$ cat src/rtl/conv_mac_ctrl.sv
// Compute stage of the 1-D convolution engine: reads the X and F memories,
// accumulates valid-mode outputs y[n] = sum x[n+k]*f[k], streams them out.
module conv_mac_ctrl #(
  parameter int DATA_N    = 8,
  parameter int LG_DATA_N = 3,
  parameter int FILT_N    = 4,
  parameter int LG_FILT_N = 2,
  parameter int IN_W      = 8,
  parameter int OUT_W     = 18
) (
  input  logic                    clk,
  input  logic                    reset,
  input  logic                    done_x,
  input  logic                    done_f,
  output logic                    mem_wr_state,
  output logic                    mem_wr_done,
  output logic [LG_DATA_N-1:0]    rd_addr_x,
  input  logic [IN_W-1:0]         rd_data_x,
  output logic [LG_FILT_N-1:0]    rd_addr_f,
  input  logic [IN_W-1:0]         rd_data_f,
  output logic signed [OUT_W-1:0] m_data_y,
  output logic                    m_valid_y,
  input  logic                    m_ready_y
);

  typedef enum logic [1:0] {
    LOAD = 2'd0,
    MAC  = 2'd1,
    OUT  = 2'd2,
    DONE = 2'd3
  } state_t;

  state_t state, state_next;

  logic [LG_DATA_N-1:0]    n;
  logic [LG_FILT_N-1:0]    k;
  logic                    issue_done;
  logic                    acc_en;
  logic signed [OUT_W-1:0] acc;
  logic signed [2*IN_W-1:0] prod;

  logic last_tap;
  logic last_out;
  logic issue;

  assign last_tap = (k == LG_FILT_N'(FILT_N - 1));
  assign last_out = (n == LG_DATA_N'(DATA_N - FILT_N));
  assign issue    = (state == MAC) && !issue_done;
  assign prod     = $signed(rd_data_x) * $signed(rd_data_f);
  assign m_data_y = acc;

  always_ff @(posedge clk or posedge reset) begin
    if (reset) state <= LOAD;
    else       state <= state_next;
  end

  always_comb begin
    state_next   = state;
    mem_wr_state = 1'b0;
    mem_wr_done  = 1'b0;
    m_valid_y    = 1'b0;
    rd_addr_x    = '0;
    rd_addr_f    = '0;
    case (state)
      LOAD: begin
        mem_wr_state = 1'b1;
        if (done_x && done_f) state_next = MAC;
      end
      MAC: begin
        rd_addr_x = n + LG_DATA_N'(k);
        rd_addr_f = k;
        // issue_done marks the drain cycle, where the last tap is accumulated
        if (issue_done) state_next = OUT;
      end
      OUT: begin
        m_valid_y = 1'b1;
        if (m_ready_y) state_next = last_out ? DONE : MAC;
      end
      DONE: begin
        mem_wr_done = 1'b1;
        state_next  = LOAD;
      end
      default: state_next = LOAD;
    endcase
  end

  always_ff @(posedge clk or posedge reset) begin
    if (reset) begin
      n          <= '0;
      k          <= '0;
      issue_done <= 1'b0;
      acc_en     <= 1'b0;
      acc        <= '0;
    end else begin
      acc_en <= issue;
      case (state)
        LOAD: begin
          if (done_x && done_f) begin
            n          <= '0;
            k          <= '0;
            issue_done <= 1'b0;
            acc        <= '0;
          end
        end
        MAC: begin
          if (acc_en)
            acc <= acc + {{(OUT_W - 2*IN_W){prod[2*IN_W-1]}}, prod};
          if (!issue_done) begin
            if (last_tap) issue_done <= 1'b1;
            else          k          <= k + 1'b1;
          end
        end
        OUT: begin
          if (m_ready_y && !last_out) begin
            n          <= n + 1'b1;
            k          <= '0;
            issue_done <= 1'b0;
            acc        <= '0;
          end
        end
        DONE: begin
          n <= '0;
        end
        default: ;
      endcase
    end
  end

endmodule

$ cat config.mk
export PLATFORM = sky130hd
export DESIGN_NAME = conv_mac_ctrl
export DESIGN_NICKNAME = d
export VERILOG_FILES = /design/src/rtl/conv_mac_ctrl.sv
export SDC_FILE = /design/constraint.sdc
export NUM_CORES = 1
export LEC_CHECK = 0
export BUFFER_PORTS_ARGS = -buffer_cell sky130_fd_sc_hd__buf_2
export CAP_MARGIN = 5
export CORE_MARGIN = 3
export CORE_UTILIZATION = 45
export CTS_BUF_LIST = sky130_fd_sc_hd__clkbuf_8
export CTS_CLUSTER_SIZE = 30
export DETAILED_ROUTE_END_ITERATION = 12
export RECOVER_POWER = 50
export SETUP_SLACK_MARGIN = 0.2
export SLEW_MARGIN = 20
export SYNTH_ARGS = -nofsm -noshare
export SYNTH_HDL_FRONTEND = slang
export SYNTH_SLANG_ARGS = --single-unit
$ cat constraint.sdc
create_clock -name clk -period 2.5 [get_ports clk]
set_input_delay 0.125 -clock clk [delete_from_list [all_inputs] [get_ports clk]]
set_output_delay 0.125 -clock clk [all_outputs]
set_load 0.05 [all_outputs]
==> reports/results.txt <==
After floorplanning, the core was divided into 36 placement rows. In this run the worst hold path is classified as input pin to flip-flop. Counting instances, the worst hold path has a depth of 3.

The reg-to-reg endpoint is m_data_y[17]. Summed over all nets, the half-perimeter wirelength after detailed placement is 9216 microns. The number of nets in the synthesized netlist was 645. The die is 106.8 microns tall. Summed over all layers, the global routing overflow is 0. After the last flow step, the layout net total stands at 799.

In the final layout, the share of cells above drive strength 1 is 40.60%. Among all stages on the critical path, the largest delay is contributed by sky130_fd_sc_hd__fa_1. After detailed routing, the average wire length per cell comes to 14.45 microns.

The number of optimization iterations in the first detailed-route pass is 5, and the xor/xnor cell area share of the yosys netlist is 6.051%. The run gives 0.009819 sq mm as the area of the placeable core. The post-synthesis instance area is 0.004569 sq mm. The total global-route track usage came out at 21.25%. At the worst endpoint, the arrival time is 5.29 ns. The number of antenna violations at the first check in global routing was 0. The number of cells on the worst reg-to-reg path is 10.

In this run, synthesis produced a sequential element count of 27. Adder-cell share of the synthesized area: 38.66%. The Yosys warning count is 0, and the data required time of the critical path is 2.67 ns. The number of buffers and inverters on the critical path is 6.

The logs give 2 for the buffer levels on the longest clock path and 0.8606 for the final RePlAce weighted congestion. Using the TritonRoute via totals, the vias-per-cell ratio works out to 4.966. The detail route stage leaves a number of antenna-violating nets equal to 0. The tools report the number of global-route vias before repair as 4325.

Area enclosed by the die boundary: 0.01140 sq mm. The count of buffers from port buffering is 46. The logs give 0 for the final count of hold timing violations and 1 for the reported max-cap violation count.

In this run the critical register-to-register path is launched from m_data_y[0]. After synthesis, the cell types taking the most area are sky130_fd_sc_hd__fa_1, sky130_fd_sc_hd__dfrtp_1, sky130_fd_sc_hd__ha_1. TritonCTS built the clock tree. The run finished, with violations left. The startpoint identified for the worst hold timing path is m_ready_y.

The setup check on the worst reg-to-reg path leaves a slack of -0.06 ns. Once the floorplan was initialized, standard cells occupied 46.53% of the core. The compound-gate portion of the synthesized area came out at 14.24%.

On the critical path the largest part of the delay comes from adder cells. The run gives 11610 microns as the total routed wirelength. For this design, the sink count on the clock tree is 27. Dividing the synthesized area by the synthesized cell count gives 8.838 sq um. Synthesis produced a netlist whose cell count is 517.

The count of boundary I/O pins came out at 47. The number of clock buffers added by TritonCTS is 3. The worst slew slack as a fraction of its limit is -1.804%. The setup skew after layout was 0.006964 ns.

Counting stages on the worst path, the most repeated cell is sky130_fd_sc_hd__fa_1. The die is 106.8 microns wide. Type of the worst setup path: input pin to flip-flop. In this run the worst path has a maximum fanout of 5. Biggest area consumer among synthesized cells: sky130_fd_sc_hd__fa_1.

The logs give 0.1953 GHz for the achievable frequency and 14.79% for the sequential fraction of the synthesis area. The tools report the final hold slack as 0.06949 ns. The share of flip-flops with an asynchronous set or reset was 100.0%; the number of enable flip-flop cells after synthesis was 0. The primary flip-flop cell chosen by synthesis mapping was sky130_fd_sc_hd__dfrtp_1. Cells fill 67.30% of the core in the end. Of the post-synthesis cell area, the part taken by muxes is 0.4929%. Number of library cell types mapped by synthesis: 48.

The checks that failed: capacitance limit, slew limit, setup timing. The clock root buffer was sky130_fd_sc_hd__clkbuf_8. For the number of H-tree levels, the log shows 1. The signal on the critical path passes through buf_8, and2_4, fa_1, inv_1, fa_1, inv_2, fa_1, inv_2, fa_1, inv_2, ha_4, a21oi_4, o21bai_1, a21oi_2, buf_4, xnor2_2, ha_4, a211oi_2, o21ai_1, a2111oi_4, o22ai_1, xnor3_1, nor2_1, a221o_1. Destination of the worst hold path: state[0]. The sort of element at the start of the critical path is an input pin.

For the number of slew-limit violations in the final report, the log shows 28. For the pin with the worst max-slew slack, the measured transition is 1.527 ns. The biggest cell delay along the critical path is 0.56 ns, and the share of Yosys cell area claimed by the top area cell type is 24.97%. Clock-pin slew was measured on the worst setup and hold paths at 0.11 ns. After the first detailed-routing iteration, the DRC count stood at 138. The repair_antennas step left the layout with diodes totalling 0. The minimum setup slack in the final design came out at -2.621 ns. The tools report the number of DRC violations after detailed routing as 0. For the clock insertion delay at the later pin of the skew report, the log shows 0.28 ns. The routed design could run at a clock period as short as 5.121 ns.

The tools report the total vias in the final route as 3988. Entering global routing, the biggest net connects 28 pins. The synthesis-to-finish area growth is 44.63%, and the global-route wire length before repair is 20110 microns. Setup repair after global routing could not meet its margin everywhere. Dividing the final minimum period by the clock period gives 204.8%. The element type at the critical path end is a flip-flop. Of the total synthesized cell area, the portion taken by AND, OR, NAND and NOR gates is 16.65%.

In the layout the commonest cells are sky130_fd_sc_hd__inv_1, sky130_fd_sc_hd__buf_4, sky130_fd_sc_hd__fa_1. The setup-violating endpoint count in the final report was 14. Largest family of logic cells by synthesized area: adder cells.
==> through the flow <==
step	TNS (ns)	instances	setup slack [ns]	cell area [sq um]
CTS	-24.40	798	-2.569	6354
detailed placement	-29.58	788	-2.918	5908
global placement	-29.22	788	-2.840	5908
floorplan	-21.20	517	-2.497	4813
finish	-24.67	803	-2.621	6609
global route	-26.90	803	-2.866	6609
==> flip-flops by register name, indices dropped and copies added (netlist names) <==
name and count:
acc_en 1, issue_done 1, k 2, m_data_y 18, n 3, state 2
==> worst reg2reg max path, delay by kind of cell, from the launching register on <==
kind | cells | cell delay [ns]
AOI/OAI and AO/OA | 5 | 1.21
DFF | 1 | 0.40
buffers and inverters | 2 | 0.29
xor gates and xnor gates | 1 | 0.27
adders and majority gates | 1 | 0.22
and+or+nand+nor | 1 | 0.06
==> kinds of logic after synthesis <==
family	Yosys count
AO/OA/AOI/OAI	96
AND/OR/NAND/NOR	148
adder cells (fa/ha/maj)	107
XOR/XNOR	30
multiplexers	2
flip-flops	27
buffers and inverters	107
==> final cells by class <==
class,count,area (sq um)
clock buffer,3,41.29
fill,809,3211
inverter,101,381.6
multi-input combinational,383,4105
timing repair buffer,155,1231
sequential,27,675.6
tap,133,166.4
clock inverter,1,7.507
==> metal layers <==
layer	part of all wire [%]	up-vias	GRT usage, %
met4	1.4	0	4.110
met2	49	76	36.69
li1	-	1968	-
met5	0	-	0
met1	46	1927	29.56
met3	2.7	17	1.626
==> how the worst max path moves through the flow <==
stage	start	to	slack (ns)	depth (start not counted)
2_1_floorplan	rd_data_f[3]	m_data_y[17]	-2.50	21
3_3_place_gp	rd_data_f[2]	m_data_y[17]	-2.84	23
3_5_place_dp	rd_data_x[7]	m_data_y[17]	-2.92	22
4_1_cts	rd_data_x[7]	m_data_y[17]	-2.57	20
5_1_grt	rd_data_x[0]	m_data_y[17]	-2.87	23
6_report	rd_data_x[3]	m_data_y[17]	-2.62	24
==> cells in the mapped netlist, types with 2 or more instances <==
cell,count
sky130_fd_sc_hd__fa_1,57
sky130_fd_sc_hd__o21bai_1,3
sky130_fd_sc_hd__o31ai_1,7
sky130_fd_sc_hd__o21ai_1,15
sky130_fd_sc_hd__o22ai_1,2
sky130_fd_sc_hd__nand4_1,2
sky130_fd_sc_hd__buf_6,2
sky130_fd_sc_hd__xnor2_1,21
sky130_fd_sc_hd__or3_1,2
sky130_fd_sc_hd__nor3_1,5
sky130_fd_sc_hd__nor2_1,23
sky130_fd_sc_hd__inv_1,101
sky130_fd_sc_hd__mux2_2,2
sky130_fd_sc_hd__dfrtp_1,27
sky130_fd_sc_hd__a21o_1,4
sky130_fd_sc_hd__a31oi_1,4
sky130_fd_sc_hd__a22o_1,3
sky130_fd_sc_hd__o21ai_0,15
sky130_fd_sc_hd__o21a_1,9
sky130_fd_sc_hd__a211oi_2,3
sky130_fd_sc_hd__nand2_1,46
sky130_fd_sc_hd__and2_1,48
sky130_fd_sc_hd__xor2_1,8
sky130_fd_sc_hd__ha_1,50
sky130_fd_sc_hd__nor2b_1,7
sky130_fd_sc_hd__nand2b_1,7
sky130_fd_sc_hd__a21oi_1,18
sky130_fd_sc_hd__a211oi_1,3
sky130_fd_sc_hd__clkbuf_1,4
==> repair_timing <==
| action | 4_1_cts | 5_1_grt |
|---|---|---|
| hold buffers | 1 | 0 |
| pin swaps | 41 | 38 |
| endpoints found under the setup margin | 16 | 15 |
| endpoints found under the hold margin | 27 | 0 |
| setup buffers | 5 | 5 |
| resized for setup | 85 | 47 |
Power is not shown: default switching activity piles up to over one toggle a cycle in this logic, so the estimate is an artifact.
